### config.mk
export PLATFORM = sky130hd
export DESIGN_NAME = keypad_scan
export DESIGN_NICKNAME = d
export VERILOG_FILES = /design/src/rtl/keypad_scan.sv
export SDC_FILE = /design/constraint.sdc
export NUM_CORES = 1
export LEC_CHECK = 0
export CORE_ASPECT_RATIO = 1.4
export CORE_MARGIN = 1.5
export CORE_UTILIZATION = 55
export DETAILED_ROUTE_END_ITERATION = 7
export HOLD_SLACK_MARGIN = 0.05
export PLACE_DENSITY = 0.77
export SLEW_MARGIN = 20
export SYNTH_ARGS = -nofsm -noshare
export SYNTH_HDL_FRONTEND = slang
export SYNTH_SLANG_ARGS = --single-unit
### constraint.sdc
create_clock -name clk -period 10.99 [get_ports clk]
set_input_delay 2.7475 -clock clk [delete_from_list [all_inputs] [get_ports clk]]
set_output_delay 2.7475 -clock clk [all_outputs]
set_load 0.01 [all_outputs]
### src/rtl/keypad_scan.sv
// keypad_scan
//   Scans a 4x4 matrix keypad one column at a time and reports debounced key
//   presses to the calculator core.
//   Column drives are active-low and one-hot-zero. Row inputs are active-low
//   because the board pulls them up.
//   Each accepted press updates `key` and pulses `key_valid` for one clock.
//
// Ports
//   clk        in   1  system clock
//   rst        in   1  synchronous reset, active-high
//   rows       in   4  keypad rows, active-low, asynchronous to clk
//   cols       out  4  column drive, active-low, one-hot-zero (4'b1111 in reset)
//   key        out  4  accepted key index = row*4 + col, held until next accept
//   key_valid  out  1  one-cycle strobe when key is (re)issued
//   key_held   out  1  high while the accepted key is considered down
//
// Parameters
//   SCAN_DIV    clocks per column slot (>=4); one frame = 4*SCAN_DIV clocks
//   DEB_FRAMES  identical consecutive frames needed to accept a press/release
//   REPEAT_DLY  frames held before the first auto-repeat
//   REPEAT_RATE frames between later auto-repeats
//
// Configuration
//   KEYPAD_REPEAT_EN  when defined, a held key re-strobes key_valid after
//                     REPEAT_DLY frames and then every REPEAT_RATE frames.
//                     When undefined, exactly one strobe per accepted press.
module keypad_scan #(
  parameter int SCAN_DIV    = 256,
  parameter int DEB_FRAMES  = 4,
  parameter int REPEAT_DLY  = 32,
  parameter int REPEAT_RATE = 8
) (
  input  logic       clk,
  input  logic       rst,
  input  logic [3:0] rows,
  output logic [3:0] cols,
  output logic [3:0] key,
  output logic       key_valid,
  output logic       key_held
);

  localparam int SLOT_W = $clog2(SCAN_DIV);
  localparam int CNT_W  = $clog2(DEB_FRAMES + 1);

  if (SCAN_DIV < 4)    $error("keypad_scan: SCAN_DIV must be >= 4");
  if (DEB_FRAMES < 1)  $error("keypad_scan: DEB_FRAMES must be >= 1");
  if (REPEAT_DLY < 1)  $error("keypad_scan: REPEAT_DLY must be >= 1");
  if (REPEAT_RATE < 1) $error("keypad_scan: REPEAT_RATE must be >= 1");

  typedef enum logic [1:0] {
    ST_IDLE,
    ST_DEBOUNCE,
    ST_PRESSED,
    ST_RELEASE
  } state_t;

  // Scan timing
  logic              run_q, run_d;
  logic [SLOT_W-1:0] slot_q, slot_d;
  logic [1:0]        col_q, col_d;
  logic              last_slot, frame_end;

  // Row synchronizer and per-frame press map (bit index = row*4 + col)
  logic [3:0]  rows_s1_q, rows_s1_d;
  logic [3:0]  rows_s2_q, rows_s2_d;
  logic [15:0] frame_q, frame_d;
  logic [4:0]  hit_cnt;
  logic [3:0]  hit_idx;
  logic        is_none, is_single;

  // Debounce FSM and outputs
  state_t           state_q, state_d;
  logic [3:0]       cand_q, cand_d;
  logic [CNT_W-1:0] cnt_q, cnt_d, cnt_inc;
  logic [3:0]       key_q, key_d;
  logic             key_valid_q, key_valid_d;
  logic             key_held_q, key_held_d;
  logic             accept;

`ifdef KEYPAD_REPEAT_EN
  localparam int REP_W = 16;
  logic [REP_W-1:0] rep_q, rep_d, rep_inc;
  logic             rep_first_q, rep_first_d;
  assign rep_inc = rep_q + REP_W'(1);
`endif

  assign cnt_inc   = cnt_q + CNT_W'(1);
  assign last_slot = run_q && (slot_q == SLOT_W'(SCAN_DIV - 1));
  assign frame_end = last_slot && (col_q == 2'd3);

  assign cols      = run_q ? ~(4'b0001 << col_q) : 4'b1111;
  assign key       = key_q;
  assign key_valid = key_valid_q;
  assign key_held  = key_held_q;

  // Stage: scan counters and row sampling
  always_comb begin
    run_d     = 1'b1;
    slot_d    = slot_q;
    col_d     = col_q;
    rows_s1_d = rows;
    rows_s2_d = rows_s1_q;
    frame_d   = frame_q;
    // The cycle that leaves reset only arms the scan, so column 0 gets a full slot.
    if (run_q) begin
      if (last_slot) begin
        slot_d = '0;
        col_d  = col_q + 2'd1;
      end else begin
        slot_d = slot_q + SLOT_W'(1);
      end
    end
    // Overwrite this column's four bits; the column-3 sample is used the same cycle.
    if (last_slot) begin
      for (int r = 0; r < 4; r++) begin
        frame_d[{2'(r), col_q}] = !rows_s2_q[r];
      end
    end
  end

  // Stage: frame classification
  always_comb begin
    hit_cnt = '0;
    hit_idx = '0;
    for (int k = 0; k < 16; k++) begin
      if (frame_d[k]) begin
        hit_cnt = hit_cnt + 5'd1;
        hit_idx = 4'(k);
      end
    end
    is_none   = (hit_cnt == 5'd0);
    is_single = (hit_cnt == 5'd1);
  end

  // Stage: debounce FSM, evaluated once per frame end
  always_comb begin
    state_d     = state_q;
    cand_d      = cand_q;
    cnt_d       = cnt_q;
    key_d       = key_q;
    key_valid_d = 1'b0;
    key_held_d  = key_held_q;
    accept      = 1'b0;
`ifdef KEYPAD_REPEAT_EN
    rep_d       = rep_q;
    rep_first_d = rep_first_q;
    // Any frame end that is not a PRESSED->PRESSED hold restarts the repeat timing.
    if (frame_end) begin
      rep_d       = '0;
      rep_first_d = 1'b0;
    end
`endif
    if (frame_end) begin
      unique case (state_q)
        ST_IDLE: begin
          if (is_single) begin
            cand_d  = hit_idx;
            cnt_d   = CNT_W'(1);
            state_d = ST_DEBOUNCE;
            accept  = (DEB_FRAMES == 1);
          end
        end
        ST_DEBOUNCE: begin
          if (is_single && hit_idx == cand_q) begin
            cnt_d  = cnt_inc;
            accept = (cnt_inc >= CNT_W'(DEB_FRAMES));
          end else if (is_single) begin
            cand_d = hit_idx;
            cnt_d  = CNT_W'(1);
            accept = (DEB_FRAMES == 1);
          end else begin
            state_d = ST_IDLE;
            cnt_d   = '0;
          end
        end
        ST_PRESSED: begin
          if (is_none) begin
            if (DEB_FRAMES == 1) begin
              state_d    = ST_IDLE;
              cnt_d      = '0;
              key_held_d = 1'b0;
            end else begin
              state_d = ST_RELEASE;
              cnt_d   = CNT_W'(1);
            end
          end else begin
`ifdef KEYPAD_REPEAT_EN
            // Still held (extra keys are ignored): advance the repeat timer.
            rep_d       = rep_inc;
            rep_first_d = rep_first_q;
            if (!rep_first_q && rep_inc == REP_W'(REPEAT_DLY)) begin
              key_valid_d = 1'b1;
              rep_d       = '0;
              rep_first_d = 1'b1;
            end else if (rep_first_q && rep_inc == REP_W'(REPEAT_RATE)) begin
              key_valid_d = 1'b1;
              rep_d       = '0;
            end
`endif
          end
        end
        ST_RELEASE: begin
          if (is_none) begin
            cnt_d = cnt_inc;
            if (cnt_inc >= CNT_W'(DEB_FRAMES)) begin
              state_d    = ST_IDLE;
              cnt_d      = '0;
              key_held_d = 1'b0;
            end
          end else begin
            // A bounce during release returns to the same hold without a new strobe.
            state_d = ST_PRESSED;
            cnt_d   = '0;
          end
        end
        default: state_d = ST_IDLE;
      endcase
      if (accept) begin
        state_d     = ST_PRESSED;
        cnt_d       = '0;
        key_d       = cand_d;
        key_held_d  = 1'b1;
        key_valid_d = 1'b1;
      end
    end
  end

  // Stage: state registers
  always_ff @(posedge clk) begin
    rows_s1_q <= rows_s1_d;
    rows_s2_q <= rows_s2_d;
    frame_q   <= frame_d;
    if (rst) begin
      run_q       <= 1'b0;
      slot_q      <= '0;
      col_q       <= '0;
      state_q     <= ST_IDLE;
      cand_q      <= '0;
      cnt_q       <= '0;
      key_q       <= '0;
      key_valid_q <= 1'b0;
      key_held_q  <= 1'b0;
    end else begin
      run_q       <= run_d;
      slot_q      <= slot_d;
      col_q       <= col_d;
      state_q     <= state_d;
      cand_q      <= cand_d;
      cnt_q       <= cnt_d;
      key_q       <= key_d;
      key_valid_q <= key_valid_d;
      key_held_q  <= key_held_d;
    end
  end

`ifdef KEYPAD_REPEAT_EN
  always_ff @(posedge clk) begin
    if (rst) begin
      rep_q       <= '0;
      rep_first_q <= 1'b0;
    end else begin
      rep_q       <= rep_d;
      rep_first_q <= rep_first_d;
    end
  end
`endif

endmodule

==> reports/metrics.yaml, run 1 <==
vias: 3735
path_clk_slew_ps: 90
final.fill_count: 650
slew_headroom: 0.4893
r2r_slack_ps: 580
layout_common_cells: "57 x nand2_1, 47 x dfxtp_1, 38 x nor2_1, 28 x a21oi_1, 24 x inv_1"
synth_edf_count: 0
avgSynthCellArea_sq_um: 8.372
multi_input_comb_area_sq_um: 3082
grt_use_total: 0.2365
p_total_uw: 308.3
wl_microns: 9376
run_status: "finished clean"
arrival_ps: 10560
slew_violations: 0
die_x_microns: 76.44
clock_sinks: 50
boundaryPins: 16
synth.yosys.seq_area_share: 0.2410
die_h_microns: 105.8
die_area_sq_um: 8089
ys_ff_latch: 50
fin_crit_ps: 10410
min_period_over_period: 0.9469
hold_viol: 0
antenna_found_initial: 0
grt_start_max_net_pins: 22
powerDensity_nw_per_um2: 64.79
cpPeakStageDelay_ps: 560
synth-main-ff-cell: "dfxtp_1"
path_class: "register to register"
post-place-ws_ps: -58.03
cp-end-kind: "register"
path_max_fanout: 5
fin_cells: 624
ant_nets: 0
hold_class: "register to register"
ys_types: 77
max_freq_ghz: 0.09610
holdWs_ps: 332.9
final_common_cell: "nand2_1"
htree_levels: 2
yosysWarnings: 0
synthArstFlopShare: 0
cts_buffers: 5
viasPerCell: 5.986
crit_path_start_kind: "register"
drc_errors: 0
syn_to_final_growth_pct: 14.58
io_buffers: 15
hold_buffers: 0
drt_iter0_drc: 192
tightest_slew_ps: 763.6
dpl_cell_area_sq_um: 4442
n_antenna_cell: 0
clk_latency_ps: 310
start_util: 0.5677
place.gp.congestion: 0.8993
ir_drop_mv: 0.04291
setup_viol: 0
crit_required_ps: 11150
syn_area_sq_um: 4153
placed_cells: 606
leakagePower_uw: 0.001890
syn_inst: 496
cap_violations: 0
grt_pass1_vias: 3489
first_pass_iters: 4
synthesis.nets: 522
num-nets-final: 552
finClkSkew_ps: 4.080
setup_slack_ps: 583.9
crit_top_cell: "ha_1"
rows: 37
grt.overflow.total: 0
grt_pass1_wl_microns: 15860
clockRootBuffer: "clkbuf_8"
coreArea_sq_um: 7315
drive_above_1_share: 0.1860
fin_area_sq_um: 4758
hpwlAfterDp_microns: 7000
wl_per_cell_microns: 15.03
cts_tree: "yes"
slowest_stage: "or4_1"
clk_path_buf_depth: 2
ff_latch_area_sq_um: 1007
-- report_power, final --
| part | internal [uW] | leakage [uW] | total [uW] | switching [uW] |
|---|---|---|---|---|
| logic | 5.34 | 0.00143 | 11.0 | 5.65 |
| registers | 184 | 0.000408 | 187 | 2.89 |
| clock network | 50.9 | 0.0000482 | 111 | 59.8 |
-- final cells by class --
class	count	share of cell area
multi-input cells	403	0.6476
flip-flops and latches	50	0.2117
repair buffers	38	0.07389
well taps	97	0.02551
inverters	28	0.02209
clock buffers	7	0.01814
clock inverters	1	0.001052
-- metrics by stage --
stage / TNS, ps / util
after floorplan: 0 / -
after global placement: 0 / 0.6073
after detailed placement: -58.03 / 0.6073
after CTS: 0 / 0.6211
after global routing: -374.8 / 0.6505
final: 0 / 0.6505
-- routing by layer --
metal,vias up,share of wire,global-route usage
met3,20,0.022,0.02684
li1,1861,-,-
met4,0,0.024,0.08466
met5,-,0,0
met1,1791,0.43,0.2846
met2,63,0.53,0.4298
-- timing repair --
action                                  CTS  global route
gates resized for setup                   3            32
buffers inserted                          0            10
endpoints found under the setup margin    1            15
pin swaps                                 0            11
-- worst max-delay path, delay by kind of cell, from the launching register on --
family / cells / cell delay, ps
AO/OA/AOI/OAI: 13 / 2170
adder cells (fa/ha/maj): 14 / 3680
buffers and inverters: 5 / 470
flip-flops: 1 / 380
multiplexers: 5 / 1120
AND/OR/NAND/NOR: 18 / 2410
-- state kept, by name, indices dropped and copies added (netlist names) --
name	flops
frame_q	16
slot_q	8
cand_q	4
key	4
rows_s1_q	4
rows_s2_q	4
cnt_q	3
col_q	2
state_q	2
key_held	1
key_valid	1
run_q	1
-- final timing paths --
| check | to | cells after the start | start |
|---|---|---|---|
| worst max-delay path | cnt_q[1] | 55 | slot_q[0] |
| worst min-delay path | rows_s2_q[0] | 0 | rows_s1_q[0] |
| worst max register to register | cnt_q[1] | 55 | slot_q[0] |
| worst min register to register | rows_s2_q[0] | 0 | rows_s1_q[0] |
-- cells by family (layout without fill, tap and decap cells) --
kind of cell	after synthesis	count (layout)	share of synthesized area
AOI/OAI and AO/OA	113	113	0.1919
xor gates and xnor gates	55	55	0.1666
adders and majority gates	20	20	0.06026
buffers and inverters	43	74	0.04459
DFF	50	50	0.2410
muxes	18	18	0.05182
and+or+nand+nor	197	197	0.2438
-- synth_stat cells, drive strengths merged, types with 2 or more instances --
master	instances	area (sq um)
o32ai	2	17.52
inv	28	105.1
o2111ai	13	113.9
buf	6	46.28
nand4	10	62.56
o21ai	15	75.07
ha	20	250.2
a2111oi	2	17.52
a21o	3	22.52
and2	10	62.56
mux2	5	56.30
nand3	21	140.1
and4	3	26.28
xor2	20	182.7
clkbuf	9	33.78
o41ai	2	17.52
a311oi	3	26.28
a21boi	2	15.01
o211ai	6	58.81
xnor2	29	370.3
or3	4	26.28
o21a	5	37.54
or4	5	37.54
and3	6	37.54
nor2b	3	18.77
dfxtp	50	1001
nor3	11	55.05
nand2b	5	31.28
o311ai	3	26.28
nand3b	2	15.01
a211oi	6	45.04
nor2	41	156.4
mux2i	13	158.9
nor4	2	18.77
nor4b	2	17.52
xnor3	5	115.1
a2bb2oi	2	17.52
or2	3	18.77
a31oi	6	43.79
o21bai	2	15.01
nand2	65	256.5
nor3b	3	22.52
a21oi	30	150.1
No activity file was read; power rests on OpenSTA's default activity.
==> run 2, diff against run 1 <==
--- a/config.mk
+++ b/config.mk
@@ -9,8 +9,9 @@
 export CORE_MARGIN = 1.5
 export CORE_UTILIZATION = 55
 export DETAILED_ROUTE_END_ITERATION = 7
+export GPL_TIMING_DRIVEN = 0
 export HOLD_SLACK_MARGIN = 0.05
-export PLACE_DENSITY = 0.77
+export PLACE_DENSITY = 0.74
 export SLEW_MARGIN = 20
 export SYNTH_ARGS = -nofsm -noshare
 export SYNTH_HDL_FRONTEND = slang
==> constraint.sdc (replaced) <==
create_clock -name clk -period 12.7 [get_ports clk]
set_input_delay 3.175 -clock clk [delete_from_list [all_inputs] [get_ports clk]]
set_output_delay 3.175 -clock clk [all_outputs]
set_load 0.01 [all_outputs]
==> run 2 against run 1 <==
Compared with the run above: cell count down 1.3%; first-iteration DRC count shrank 27%; non-clock buffer count decreased by 8; utilization is 2.8 points lower; routed wire length is 7.2% lower; fmax shrank 11%; die area did not move; clock skew grew 4.0 ps; total power down 9.0%; largest cell class unchanged; highest routed layer unchanged.
==> reports/metrics.yaml, run 2 (same netlist as run 1, synthesis figures left out) <==
clockRootBuffer: "clkbuf_8"
grt_start_max_net_pins: 15
intPower_uw: 222.4
path_max_fanout: 10
place.gp.congestion: 0.8446
n_antenna_cell: 0
wl_per_cell_microns: 14.13
die_x_microns: 76.44
crit_start: "slot_q[0]"
crit_required_ps: 12910
leakagePower_uw: 0.001796
fin_setup_tns_ps: 0
p_switching_uw: 58.21
cp-end-kind: "register"
setup_viol: 0
post-place-ws_ps: 739.4
reg2reg_depth: 53
holdWs_ps: 332.0
p_comb_frac: 0.035
grt.overflow.total: 0
final_common_cell: "nand2_1"
switching_share: 0.2074
largest_reg_flops: 16
coreArea_sq_um: 7315
ir_drop_mv: 0.04795
largest-register: "frame_q"
num-nets-final: 544
clk_latency_ps: 310
crit_path_start_kind: "register"
cts_tree: "yes"
fin_crit_ps: 11720
drt_iter0_drc: 141
hold_viol: 0
p_total_uw: 280.6
drc_errors: 0
finClkSkew_ps: 8.071
grt_pass1_wl_microns: 15090
slew_headroom: 0.4525
r2r-start: "slot_q[0]"
crit_top_cell: "ha_1"
setup_slack_ps: 980.4
drive_above_1_share: 0.1060
viasPerCell: 5.727
r2r_slack_ps: 980
io_buffers: 15
vias: 3528
rows: 37
hpwlAfterDp_microns: 6801
top_regs: "frame_q x16, slot_q x8"
grt_pass1_vias: 3342
path_clk_slew_ps: 90
cap_violations: 0
max_freq_ghz: 0.08533
layout_common_cells: "62 x nand2_1, 50 x dfxtp_1, 40 x nor2_1, 29 x a21oi_1, 24 x inv_1"
arrival_ps: 11930
die_area_sq_um: 8089
tightest_slew_ps: 819.2
post_cts_buffers: 0
htree_levels: 2
path_class: "register to register"
ant_nets: 0
antenna_found_initial: 0
seqPwrFrac: 0.573
syn_to_final_growth_pct: 9.732
post_cts_resized: 0
clkPwrFrac: 0.392
slowest_stage: "or4_1"
min_period_over_period: 0.9228
run_status: "finished clean"
hold_class: "register to register"
cts_buffers: 5
die_h_microns: 105.8
worstReg2RegEnd: "key[3]"
wl_microns: 8705
clk_path_buf_depth: 2
hold_buffers: 0
postLayoutCoreUtil: 0.6230
first_pass_iters: 4
boundaryPins: 16
grt_use_total: 0.2261
powerDensity_nw_per_um2: 61.58
slew_violations: 0
start_util: 0.5677
rsz0062_at_grt: "false"
cpPeakStageDelay_ps: 600
crit_path_end: "key[3]"
clock_sinks: 50
-- run 2: through the flow --
stage          cell area [sq um]  instances
3_3_place_gp                4424        608
4_1_cts                     4531        616
2_1_floorplan               4153        496
6_report                    4557        616
3_5_place_dp                4424        608
5_1_grt                     4557        616
-- run 2: per-layer routing --
metal	vias up	track usage	part of all wire
li1	1843	-	-
met5	-	0	0
met3	7	0.02684	0.016
met2	36	0.4171	0.52
met1	1642	0.2727	0.45
met4	0	0.06481	0.014
-- run 2: area by class of cell --
| cell class | count | area [sq um] |
|---|---|---|
| Multi-Input combinational cell | 403 | 2993 |
| Buffer | 15 | 80.08 |
| Inverter | 28 | 105.1 |
| Tap cell | 97 | 121.4 |
| Timing Repair Buffer | 15 | 150.1 |
| Sequential cell | 50 | 1001 |
| Clock inverter | 1 | 30.03 |
| Fill cell | 691 | 2758 |
| Clock buffer | 7 | 76.32 |
-- run 2: power by group through the flow --
stage | clock, uW | sequential [uW] | combinational [uW]
4_1_cts | 112 | 161 | 9.73
3_5_place_dp | 0 | 164 | 9.69
2_1_floorplan | 0 | 164 | 6.21
6_report | 110 | 161 | 9.71
3_3_place_gp | 0 | 164 | 9.51
5_1_grt | 117 | 161 | 10.8
-- run 2: worst max-delay path: cells and delay by family, from the launching register on --
family	cells	cell delay (ps)
compound gates	15	3550
buf+inv	4	570
mux	3	620
simple gates	18	2710
flops	1	380
fa+ha+maj	13	3760
-- run 2: worst min-delay path by stage --
stage                            start            to  cells after the start
after floorplan           rows_s1_q[0]  rows_s2_q[0]                      0
after detailed placement  rows_s1_q[0]  rows_s2_q[0]                      0
final                     rows_s1_q[0]  rows_s2_q[0]                      0
after CTS                 rows_s1_q[0]  rows_s2_q[0]                      0
after global routing      rows_s1_q[3]  rows_s2_q[3]                      0
after global placement    rows_s1_q[1]  rows_s2_q[1]                      0
